<file path="config.mk">
export PLATFORM = sky130hd
export DESIGN_NAME = fp_subtractor_flat
export DESIGN_NICKNAME = d
export VERILOG_FILES = /design/src/rtl/fp_pkg.sv /design/src/rtl/fp_subtractor_if.sv /design/src/rtl/fp_align_shifter.sv /design/src/rtl/fp_subtractor.sv /design/src/flat_wrapper.sv
export SDC_FILE = /design/constraint.sdc
export NUM_CORES = 1
export LEC_CHECK = 0
export ABC_AREA = 1
export CORE_ASPECT_RATIO = 0.8
export CORE_UTILIZATION = 35
export CTS_CLUSTER_DIAMETER = 80
export DETAILED_ROUTE_END_ITERATION = 8
export SLEW_MARGIN = 40
export SYNTH_ARGS = -nofsm -noshare
export SYNTH_HDL_FRONTEND = slang
export SYNTH_SLANG_ARGS = --single-unit
</file>
<file path="constraint.sdc">
create_clock -name clk -period 6.2 [get_ports clk]
set_input_delay 1.24 -clock clk [delete_from_list [all_inputs] [get_ports clk]]
set_output_delay 1.24 -clock clk [all_outputs]
set_load 0.02 [all_outputs]
</file>
<file path="src/rtl/fp_pkg.sv">
// fp_pkg: shared widths, constants, FSM states and helpers for the FP subtractor.
// ROUND_NEAREST_EN widens the mantissa path by guard/round/sticky bits.
package fp_pkg;
  localparam int EXP_W = 8;
  localparam int FRAC_W = 23;
  localparam int W = 1 + EXP_W + FRAC_W;
  localparam int EXP_BIAS = 127;
  localparam logic [EXP_W-1:0] EXP_MAX = '1;
  localparam logic [W-1:0] FP_POS_ZERO = '0;
  localparam int MW = FRAC_W + 1;
`ifdef ROUND_NEAREST_EN
  localparam int GRS = 3;
`else
  localparam int GRS = 0;
`endif
  localparam int XW = MW + GRS;

  typedef enum logic [2:0] {
    IDLE, ALIGN, ADDSUB, NORM, ROUND, DONE
  } fsmState_e;

  function automatic logic [W-1:0] fpInf(input logic sign);
    return {sign, EXP_MAX, {FRAC_W{1'b0}}};
  endfunction
endpackage

</file>
<file path="src/rtl/fp_subtractor_if.sv">
// fp_subtractor_if: operand/result valid-ready bundle for the FP subtractor.
// master: in_valid, a, b, out_ready out; slave: in_ready, out_valid, result out.
interface fp_subtractor_if;
  import fp_pkg::*;
  logic         in_valid;
  logic         in_ready;
  logic [W-1:0] a;
  logic [W-1:0] b;
  logic         out_valid;
  logic         out_ready;
  logic [W-1:0] result;

  modport master (
    output in_valid, a, b, out_ready,
    input  in_ready, out_valid, result
  );
  modport slave (
    input  in_valid, a, b, out_ready,
    output in_ready, out_valid, result
  );
endinterface

</file>
<file path="src/rtl/fp_align_shifter.sv">
// fp_align_shifter: right-shift a 24-bit mantissa by d, zero once d reaches width.
// Ports: mIn mantissa, d shift, mOut aligned (sticky in lsb with ROUND_NEAREST_EN).
module fp_align_shifter
  import fp_pkg::*;
(
  input  logic [MW-1:0]    mIn,
  input  logic [EXP_W-1:0] d,
  output logic [XW-1:0]    mOut
);
`ifdef ROUND_NEAREST_EN
  logic [2*XW-1:0] wide;

  always_comb begin
    wide = {mIn, {(2*XW-MW){1'b0}}} >> d;
    // hidden bit is always set, so a full shift-out leaves only sticky
    if (d >= EXP_W'(XW)) mOut = XW'(1);
    else mOut = wide[2*XW-1:XW] | XW'(|wide[XW-1:0]);
  end
`else
  always_comb begin
    if (d >= EXP_W'(MW)) mOut = '0;
    else mOut = mIn >> d;
  end
`endif
endmodule

</file>
<file path="src/rtl/fp_subtractor.sv">
// fp_subtractor: multi-cycle single-precision A-B, one normalise step per cycle.
// Ports: clk, rst_n, bus (slave: a, b, in_valid/ready, result, out_valid/ready); ROUND_NEAREST_EN.
module fp_subtractor
  import fp_pkg::*;
(
  input  logic           clk,
  input  logic           rst_n,
  fp_subtractor_if.slave bus
);
  fsmState_e        state;
  logic             aSign, bSign, sign, same, outValid;
  logic [EXP_W-1:0] aExp, bExp, exp;
  logic [FRAC_W-1:0] aFrac, bFrac;
  logic [XW-1:0]    mX, mY;
  logic [W-1:0]     res;

  logic             accept, take, aZero, bZero, aGe;
  logic [EXP_W-1:0] xExp, d, expInc;
  logic [FRAC_W-1:0] xFrac, yFrac;
  logic [XW-1:0]    yAligned, diff;
  logic [XW:0]      sum;

  assign accept = bus.in_valid && (state == IDLE);
  assign take = outValid && bus.out_ready;
  assign aZero = bus.a[W-2:FRAC_W] == '0;
  assign bZero = bus.b[W-2:FRAC_W] == '0;
  assign bus.in_ready = (state == IDLE);
  assign bus.out_valid = outValid;
  assign bus.result = res;

  always_comb begin
    aGe = {aExp, aFrac} >= {bExp, bFrac};
    xExp = aGe ? aExp : bExp;
    xFrac = aGe ? aFrac : bFrac;
    yFrac = aGe ? bFrac : aFrac;
    d = aGe ? aExp - bExp : bExp - aExp;
    sum = {1'b0, mX} + {1'b0, mY};
    diff = mX - mY;
    expInc = exp + EXP_W'(1);
  end

  fp_align_shifter uAlign (
    .mIn  ({1'b1, yFrac}),
    .d    (d),
    .mOut (yAligned)
  );

`ifdef ROUND_NEAREST_EN
  logic          up;
  logic [MW:0]   rSum;

  always_comb begin
    up = mX[2] & (mX[1] | mX[0] | mX[GRS]);
    rSum = {1'b0, mX[XW-1:GRS]} + (MW+1)'(up);
  end
`endif

  always_ff @(posedge clk or negedge rst_n) begin
    if (!rst_n) begin
      state <= IDLE;
      outValid <= 1'b0;
      res <= FP_POS_ZERO;
      aSign <= 1'b0;
      bSign <= 1'b0;
      sign <= 1'b0;
      same <= 1'b0;
      aExp <= '0;
      bExp <= '0;
      exp <= '0;
      aFrac <= '0;
      bFrac <= '0;
      mX <= '0;
      mY <= '0;
    end else begin
      unique case (state)
        IDLE: if (accept) begin
          aSign <= bus.a[W-1];
          aExp <= bus.a[W-2:FRAC_W];
          aFrac <= bus.a[FRAC_W-1:0];
          // subtract = add with the subtrahend's sign flipped
          bSign <= ~bus.b[W-1];
          bExp <= bus.b[W-2:FRAC_W];
          bFrac <= bus.b[FRAC_W-1:0];
          if (aZero && bZero) begin
            res <= FP_POS_ZERO;
            outValid <= 1'b1;
            state <= DONE;
          end else if (aZero) begin
            res <= {~bus.b[W-1], bus.b[W-2:0]};
            outValid <= 1'b1;
            state <= DONE;
          end else if (bZero) begin
            res <= bus.a;
            outValid <= 1'b1;
            state <= DONE;
          end else begin
            state <= ALIGN;
          end
        end
        ALIGN: begin
          sign <= aGe ? aSign : bSign;
          same <= aSign == bSign;
          exp <= xExp;
          mX <= XW'({1'b1, xFrac}) << GRS;
          mY <= yAligned;
          state <= ADDSUB;
        end
        ADDSUB: begin
          if (same) begin
            if (sum[XW]) begin
              exp <= expInc;
`ifdef ROUND_NEAREST_EN
              mX <= sum[XW:1] | XW'(sum[0]);
`else
              mX <= sum[XW:1];
`endif
              if (expInc == EXP_MAX) begin
                res <= fpInf(sign);
                outValid <= 1'b1;
                state <= DONE;
              end else begin
                state <= NORM;
              end
            end else begin
              mX <= sum[XW-1:0];
              state <= NORM;
            end
          end else if (diff == '0) begin
            res <= FP_POS_ZERO;
            outValid <= 1'b1;
            state <= DONE;
          end else begin
            mX <= diff;
            state <= NORM;
          end
        end
        NORM: begin
          if (mX[XW-1]) begin
`ifdef ROUND_NEAREST_EN
            state <= ROUND;
`else
            res <= {sign, exp, mX[XW-2:GRS]};
            outValid <= 1'b1;
            state <= DONE;
`endif
          end else if (exp == EXP_W'(1)) begin
            res <= FP_POS_ZERO;
            outValid <= 1'b1;
            state <= DONE;
          end else begin
            mX <= mX << 1;
            exp <= exp - EXP_W'(1);
          end
        end
`ifdef ROUND_NEAREST_EN
        ROUND: begin
          if (rSum[MW]) begin
            if (expInc == EXP_MAX) res <= fpInf(sign);
            else res <= {sign, expInc, rSum[FRAC_W:1]};
          end else begin
            res <= {sign, exp, rSum[FRAC_W-1:0]};
          end
          outValid <= 1'b1;
          state <= DONE;
        end
`endif
        DONE: if (take) begin
          outValid <= 1'b0;
          state <= IDLE;
        end
        default: state <= IDLE;
      endcase
    end
  end
endmodule

</file>
<file path="src/flat_wrapper.sv">
// flat-port wrapper written by rule: the top's interface ports become plain ports
module fp_subtractor_flat import fp_pkg::*;
  (clk, rst_n, bus_in_valid, bus_a, bus_b, bus_out_ready, bus_in_ready, bus_out_valid, bus_result);
  fp_subtractor_if bus_i ();
  input  logic clk;
  input  logic rst_n;
  input wire logic [$bits(bus_i.in_valid)-1:0] bus_in_valid;
  input wire logic [$bits(bus_i.a)-1:0] bus_a;
  input wire logic [$bits(bus_i.b)-1:0] bus_b;
  input wire logic [$bits(bus_i.out_ready)-1:0] bus_out_ready;
  output wire logic [$bits(bus_i.in_ready)-1:0] bus_in_ready;
  output wire logic [$bits(bus_i.out_valid)-1:0] bus_out_valid;
  output wire logic [$bits(bus_i.result)-1:0] bus_result;
  assign bus_i.in_valid = bus_in_valid;
  assign bus_i.a = bus_a;
  assign bus_i.b = bus_b;
  assign bus_i.out_ready = bus_out_ready;
  assign bus_in_ready = bus_i.in_ready;
  assign bus_out_valid = bus_i.out_valid;
  assign bus_result = bus_i.result;
  fp_subtractor u_core (.clk(clk), .rst_n(rst_n), .bus(bus_i));
endmodule
</file>
==> results of run 1 <==
==> synth_stat cells, types with 5 or more instances <==
| cell | n | area share (%) |
|---|---|---|
| nand2_1 | 618 | 16 |
| nand3_1 | 222 | 7.8 |
| inv_1 | 209 | 5.5 |
| dfrtp_1 | 158 | 28 |
| nor2_1 | 154 | 4.1 |
| a21oi_1 | 122 | 4.3 |
| o21ai_0 | 113 | 4.0 |
| ha_1 | 90 | 7.9 |
| nand4_1 | 84 | 3.7 |
| clkbuf_1 | 68 | 1.8 |
| xor2_1 | 39 | 2.4 |
| buf_2 | 30 | 1.1 |
| o211ai_1 | 25 | 1.3 |
| nor3_1 | 24 | 0.84 |
| mux2_2 | 21 | 1.7 |
| mux2i_1 | 20 | 1.4 |
| o21ai_1 | 18 | 0.63 |
| inv_2 | 16 | 0.42 |
| o221ai_1 | 12 | 0.74 |
| o22ai_1 | 11 | 0.48 |
| o2111ai_1 | 9 | 0.55 |
| o21bai_1 | 9 | 0.47 |
| a21o_1 | 8 | 0.42 |
| buf_1 | 7 | 0.18 |
| a221oi_1 | 6 | 0.37 |
| nand2_2 | 5 | 0.22 |
| nor2_2 | 5 | 0.22 |
==> critical path, cell delays in order (launching register included) <==
cell and delay (ps):
dfrtp_1 370, inv_1 80, ha_1 760, nand2_1 140, nor2_1 180, nand2_1 110, nor3_2 150, nand2_2 330
nand2_4 180, buf_4 550, nand2_1 110, nand2_1 550, nand2_4 150, nor2_2 320, nand2_1 110, nand3_1 120
nand2_1 150, nand2_1 90, nand3_1 70, nand3_1 120, nand2_1 70, nand2_1 60
==> cell families after synthesis <==
kind of cell,Yosys count
adder cells (fa/ha/maj),94
AND/OR/NAND/NOR,1136
buffers and inverters,336
flip-flops,158
XOR/XNOR,43
multiplexers,41
AO/OA/AOI/OAI,350
==> final cells by class <==
type                       instances  area (um^2)  area share [%]
clock inverter                    13        125.1          0.7721
clock buffer                      19        442.9           2.733
timing repair buffer             118         1140           7.034
multi-input combinational       1664         9016           55.64
inverter                         228        855.8           5.281
tap                              536        670.6           4.139
sequential                       158         3954           24.40
==> layer usage <==
| layer | up-vias | global-route usage [%] | share of wire, % |
|---|---|---|---|
| met5 | - | 0 | 0 |
| met4 | 0 | 7.221 | 2.1 |
| met3 | 70 | 6.714 | 10 |
| met2 | 778 | 39.60 | 41 |
| met1 | 7400 | 42.16 | 47 |
| li1 | 7265 | - | - |
==> cell usage in the layout (no fill, tap or decap), types with 39 or more instances in the layout <==
cell type,Yosys,final
inv_1,209,209
a21oi_1,122,121
nand3_1,222,222
clkdlybuf4s50_1,0,100
dfrtp_1,158,158
nand2_1,618,617
ha_1,90,90
nor2_1,154,153
nand4_1,84,84
o21ai_0,113,112
xor2_1,39,39
==> per-stage QoR <==
step	instances	hold slack (ps)	area [um^2]	setup slack, ps
floorplan	2158	446.8	14260	3194
global placement	2704	463.9	15630	1664
detailed placement	2704	462.0	15630	1511
CTS	2736	477.2	16200	1455
global route	2736	521.0	16200	817.3
finish	2736	475.7	16200	1305
==> state kept, by name, summed over array words and instances, names as in the netlist <==
register	cells
u_core.same	1
u_core.sign	1
u_core.aFrac	23
u_core.bus.result	32
u_core.bSign	1
u_core.aSign	1
u_core.exp	8
u_core.mY	24
u_core.bFrac	23
u_core.mX	24
u_core.state	3
u_core.aExp	8
u_core.bus.out_valid	1
u_core.bExp	8
==> worst paths after layout <==
path                                               to  slack [ps]  cells past startpoint
worst max-delay path                     u_core.mY[5]        1310                     21
worst min-delay path            u_core.bus.result[22]         480                      2
worst max register to register           u_core.mY[5]        1310                     21
worst min register to register  u_core.bus.result[22]         480                      2
max in group asynchronous               u_core.mX[13]        4290                      2
min in group asynchronous            u_core.aFrac[17]         770                      1
==> flow_metrics.tcl, run 1 <==
set metrics [dict create \
    yosysSeqAreaShare_pct 27.73 \
    synthDistinctLibCells 53 \
    synthArstFlopShare_pct 100.0 \
    fin_util_pct 40.75 \
    slew_headroom_pct 36.91 \
    cp-start-kind "register" \
    status "finished, final reports clean" \
    finalMaxSlewViolations 0 \
    syn_inst 2158 \
    synth.net_count 2320 \
    synth-xor-area-share_pct 2.641 \
    synth-adder-area-share_pct 8.458 \
    cp_data_arrival_time_ps 5290 \
    grt_pass1_wl_um 87490 \
    post_cts_buffers 0 \
    cts_buffers 17 \
    ctsRootBufferMaster "clkbuf_16" \
    port_buffers 101 \
    cts_hold_buf 0 \
    hold_start "u_core.bus.result[22]" \
    period_needed_ps 4895 \
    fill_cells 4185 \
    die_h_um 182.5 \
    cts_max_level 4 \
    hold_viol 0 \
    ant_nets 0 \
    area_growth_pct 13.64 \
    synth_mux_area_share_pct 3.062 \
    start_util_pct 35.86 \
    clkLatencyLatePin_ps 460 \
    synth_compound_area_share_pct 14.28 \
    regToRegStartpoint "u_core.bExp[0]" \
    synth_top_family_by_area "simple AND/OR/NAND/NOR gates" \
    tightest_slew_ps 936.4 \
    drc 0 \
    max_freq_mhz 204.3 \
    worstSetupEndpointType "register" \
    syn-cell-area_mm2 0.01426 \
    grt_max_degree 71 \
    antenna_cells 0 \
    dp_hpwl_um 45300 \
    gr-total-overflow 0 \
    firstDrtPassIters 8 \
    antenna_found_initial 1 \
    drive_gt1_share_pct 5.409 \
    die_area_mm2 0.04156 \
    clk_path_buf_depth 2 \
    via_per_inst 5.670 \
    wl_um 57470 \
    skew_ps 15.52 \
    gp_congestion 1.037 \
    ys_seq_elements 158 \
    track_usage_pct 28.10 \
    holdCritPathClass "register to register" \
    vias 15510 \
    wire_per_inst_um 21.01 \
    synth_area_per_cell_um2 6.608 \
    core_mm2 0.03977 \
    ys_warn_count 0 \
    setup_viol 0 \
    fp.dieW_um 227.7 \
    tns_ps 0 \
    crit_path_start "u_core.bExp[0]" \
    cts_resized 0 \
    drtIter0Drc 1929 \
    min_period_over_period_pct 78.95 \
    pin_count 102 \
    path_clk_slew_ps 70 \
    cp.required_ps 6590 \
    cp_max_fo 66 \
    drv_cap 0 \
    cts_tree "yes" \
    clock_sinks 158 \
    nets 2349 \
    synth_edf_count 0 \
    path_class "register to register" \
    grt_pass1_vias 14310 \
    rows 65 \
    synth_top_flop_cell "dfrtp_1" \
    rsz0062_at_grt "no" \
    synthSimpleGateAreaFrac_pct 34.62 \
]
Power of run 1 is not shown: default switching activity piles up to over one toggle a cycle in this logic, so the estimate is an artifact.
==> inputs of run 2 (changes only) <==
- clock period: 6.2 -> 4.1 ns (I/O delays scaled with it)
==> flow_metrics.tcl, run 2 (synthesis results as in run 1) <==
set metrics [dict create \
    area_growth_pct 16.53 \
    drv_cap 0 \
    cp_data_arrival_time_ps 4210 \
    slew_headroom_pct 49.28 \
    min_period_over_period_pct 93.13 \
    die_area_mm2 0.04156 \
    finalMaxSlewViolations 0 \
    nets 2397 \
    setup_viol 0 \
    drtIter0Drc 2006 \
    grt_max_degree 87 \
    clk_path_buf_depth 2 \
    rows 65 \
    largest_register_ffs 32 \
    tns_ps 0 \
    die_h_um 182.5 \
    layout.cells.most_common_list "nand2_1, nand3_1, inv_1" \
    path_class "register to register" \
    fp.dieW_um 227.7 \
    final_area_mm2 0.01662 \
    cts_tree "yes" \
    worstSetupEndpointType "register" \
    clock_sinks 158 \
    cp-start-kind "register" \
    pin_count 102 \
    grt_pass1_wl_um 90870 \
    antenna_cells 0 \
    core_mm2 0.03977 \
    cp.required_ps 4490 \
    track_usage_pct 29.25 \
    path_clk_slew_ps 70 \
    rsz0062_at_grt "no" \
    place_area_mm2 0.01603 \
    gr-total-overflow 0 \
    antenna_found_initial 0 \
    post_cts_buffers 0 \
    cp_max_fo 23 \
    cpPeakStageDelay_ps 500 \
    firstDrtPassIters 5 \
    clkLatencyLatePin_ps 460 \
    crit_slowest_cell "dfrtp_1" \
    gp_congestion 1.023 \
    grt_pass1_vias 14590 \
    ctsRootBufferMaster "clkbuf_16" \
    cts_buffers 17 \
    cts_max_level 4 \
    skew_ps 13.55 \
    crit_chain "inv_1, ha_1, a21oi_1, o21ai_0, nand2_1, nand2_1, nor2_1, o21ai_1, nand2_1, nand2_1, nand2_1, nand2_1, nor2_1, nand2_1, nor2_2, nand4_2, nand3_2, buf_4, nand2_1, nand2_1" \
    drive_gt1_share_pct 7.432 \
    hold_viol 0 \
    drc 0 \
    layout_commonest_cell "nand2_1" \
    holdCritPathClass "primary input to asynchronous set/reset pin" \
    fin_util_pct 41.78 \
    ant_nets 0 \
    dp_hpwl_um 47560 \
    tightest_slew_ps 756.1 \
    vias 15590 \
    via_per_inst 5.603 \
    port_buffers 101 \
    period_needed_ps 3818 \
    max_freq_mhz 261.9 \
    wire_per_inst_um 21.50 \
    cp_common_cell "nand2_1" \
    wl_um 59830 \
    status "finished, final reports clean" \
    start_util_pct 35.86 \
]
## run 2: changes by cell type in the layout (fill, tap and decap cells not counted), sizes merged
cell,before,now
clkbuf,19,17
buf,18,66
clkinvlp,2,3
inv,232,230
bufinv,0,2
## run 2: stage by stage
stage | hold WS, ps | setup slack [ps] | instances
global route | 414.2 | 0.6208 | 2783
global placement | 460.9 | 284.3 | 2752
CTS | 391.4 | 284.1 | 2783
finish | 358.9 | 281.5 | 2783
floorplan | 446.8 | 1261 | 2158
detailed placement | 461.9 | 325.3 | 2752
## run 2: path summary, 6_finish.rpt
path                       cells after the start  slack [ps]                  start                    end
max reg2reg                                   20         280           u_core.mY[6]          u_core.mX[12]
max in group asynchronous                      2        2770                  rst_n  u_core.bus.result[20]
min reg2reg                                    2         480  u_core.bus.result[26]  u_core.bus.result[26]
max                                           20         280           u_core.mY[6]          u_core.mX[12]
min                                            1         360                  rst_n       u_core.bFrac[19]
min in group clk                               2         480  u_core.bus.result[26]  u_core.bus.result[26]
## run 2: area by class of cell
cell class / count / area, um^2
clock inverters: 14 / 156.4
flip-flops and latches: 158 / 3954
well taps: 536 / 670.6
fillers: 4202 / 23150
repair buffers: 166 / 1545
clock buffers: 17 / 425.4
multi-input cells: 1664 / 9010
inverters: 228 / 855.8
## run 2: metal layers
layer | GRT usage [%] | wire (um)
met1 | 44.06 | 28890
met2 | 41.48 | 24490
met3 | 6.553 | 5311
met4 | 7.141 | 1142
met5 | 0 | 0
## run 2: timing repair
item	in CTS	in global routing
gates resized for setup	0	3
hold buffers	0	0
endpoints found under the setup margin	0	59
## run 2: critical path: cells and delay by family (launching register included)
family | cells | cell delay (ps)
AND/OR/NAND/NOR | 14 | 1750
AO/OA/AOI/OAI | 3 | 650
flip-flops | 1 | 500
adder cells (fa/ha/maj) | 1 | 430
buffers and inverters | 2 | 390
Power of run 2 is left out for the same reason.
==> inputs of run 3 (changes only) <==
--- a/config.mk
+++ b/config.mk
@@ -9,4 +9,5 @@
 export CORE_ASPECT_RATIO = 0.8
+export CORE_MARGIN = 10
 export CORE_UTILIZATION = 35
-export CTS_CLUSTER_DIAMETER = 80
+export CTS_CLUSTER_DIAMETER = 100
 export DETAILED_ROUTE_END_ITERATION = 8
--- a/constraint.sdc
+++ b/constraint.sdc
@@ -3,2 +3,2 @@
 set_output_delay 0.82 -clock clk [all_outputs]
-set_load 0.02 [all_outputs]
+set_load 0.01 [all_outputs]
==> flow_metrics.tcl, run 3 (synthesis results as in run 1) <==
set metrics [dict create \
    holdCritPathClass "primary input to asynchronous set/reset pin" \
    firstDrtPassIters 6 \
    dp_hpwl_um 48230 \
    clkLatencyLatePin_ps 460 \
    r2r_cells 21 \
    rsz0062_at_grt "no" \
    port_buffers 101 \
    cts_max_level 4 \
    tightest_slew_ps 828.8 \
    fill_cells 4366 \
    area_growth_pct 16.77 \
    grt_max_degree 69 \
    path_class "register to register" \
    layout.cells.most_common_list "nand2_1, nand3_1, inv_1" \
    slew_headroom_pct 44.16 \
    rrSetupSlack_ps 240 \
    gr-total-overflow 0 \
    gp_congestion 0.9943 \
    finalMaxSlewViolations 0 \
    drive_gt1_share_pct 7.149 \
    fin_util_pct 41.15 \
    largest_register_ffs 32 \
    cts_buffers 17 \
    drtIter0Drc 2039 \
    fp.dieW_um 245.7 \
    cp_max_fo 21 \
    nets 2387 \
    cp.required_ps 4450 \
    die_area_mm2 0.04927 \
    finalNonFillerCells 2782 \
    setup_viol 0 \
    via_per_inst 5.625 \
    vias 15650 \
    start_util_pct 35.24 \
    regToRegStartpoint "u_core.mX[0]" \
    period_needed_ps 3863 \
    post_cts_buffers 0 \
    rows 66 \
    drv_cap 0 \
    skew_ps 11.96 \
    worst_r2r_endpoint "u_core.bus.result[6]" \
    layout_commonest_cell "nand2_1" \
    die_h_um 200.5 \
    multi_input_area_mm2 0.009024 \
    cts_tree "yes" \
    hold_viol 0 \
    ctsRootBufferMaster "clkbuf_16" \
    grt_pass1_wl_um 92510 \
    ant_nets 0 \
    tns_ps 0 \
    seq_area_mm2 0.003954 \
    wire_per_inst_um 21.91 \
    min_period_over_period_pct 94.22 \
    status "finished, final reports clean" \
    antenna_found_initial 0 \
    cts_resized 0 \
    grt_pass1_vias 14860 \
    pin_count 102 \
    path_clk_slew_ps 80 \
    clk_path_buf_depth 2 \
    worstSetupEndpointType "register" \
    wl_um 60940 \
    clock_sinks 158 \
    cp-start-kind "register" \
    drc 0 \
    cp_data_arrival_time_ps 4210 \
    core_mm2 0.04046 \
    max_freq_mhz 258.9 \
    cts_hold_buf 0 \
    track_usage_pct 24.45 \
    dp_cells 2750 \
    antenna_cells 0 \
]
==> run 3: changes by cell type in the layout (fill, tap and decap cells not counted), sizes merged <==
cell,delta
clkinvlp,-3
clkbuf,+1
clkinv,-1
buf,-10
inv,+4
==> run 3: final cells by class <==
class | count | share of cell area [%]
Clock buffer | 18 | 2.638
Inverter | 228 | 5.155
Sequential cell | 158 | 23.75
Clock inverter | 14 | 1.127
Tap cell | 544 | 4.088
Timing Repair Buffer | 156 | 9.055
Multi-Input combinational cell | 1664 | 54.19
==> run 3: how the worst max path moves through the flow <==
stage                       endpoint  cells after the start  slack (ps)           from
2_1_floorplan  u_core.bus.result[10]                     21        1260   u_core.mX[0]
5_1_grt        u_core.bus.result[31]                     21           9   u_core.mX[0]
3_5_place_dp    u_core.bus.result[9]                     22         250   u_core.mX[0]
6_report        u_core.bus.result[6]                     21         240   u_core.mX[0]
4_1_cts         u_core.bus.result[5]                     22         240   u_core.mX[0]
3_3_place_gp   u_core.bus.result[11]                     16         230  u_core.mX[19]
==> run 3: metal layers <==
metal	GRT usage (%)	up-vias	part of all wire, %	wire (um)
li1	-	7334	-	-
met1	34.83	7531	46	28320
met2	34.03	707	41	24710
met3	7.713	76	10	6185
met4	7.308	2	2.6	1591
met5	2.026	-	0.22	132
==> run 3: metrics by stage <==
step | hold WS (ps) | setup slack [ps] | area (um^2)
detailed placement | 460.4 | 252.3 | 16000
global placement | 469.7 | 229.9 | 16000
floorplan | 446.8 | 1263 | 14260
global route | 426.5 | 8.948 | 16650
CTS | 400.3 | 235.3 | 16630
finish | 391.2 | 237.1 | 16650
==> run 3: critical path: stages, from the launching register on <==
cell     delay (ps)
dfrtp_1         380
inv_1            80
ha_1            220
fa_1            410
inv_1           180
nand3_1         120
nor2_1          120
nor2_1          120
o21ai_1         220
nand2_1         100
nand2_1         130
xor2_1          230
nand2_1          80
nor2_1          140
nand2_1          90
nor2_1          240
nand2_1         120
nand3_2         100
nand3_2         260
buf_12          270
nand2_1          60
nand2_1          50
Power of run 3 is left out for the same reason.
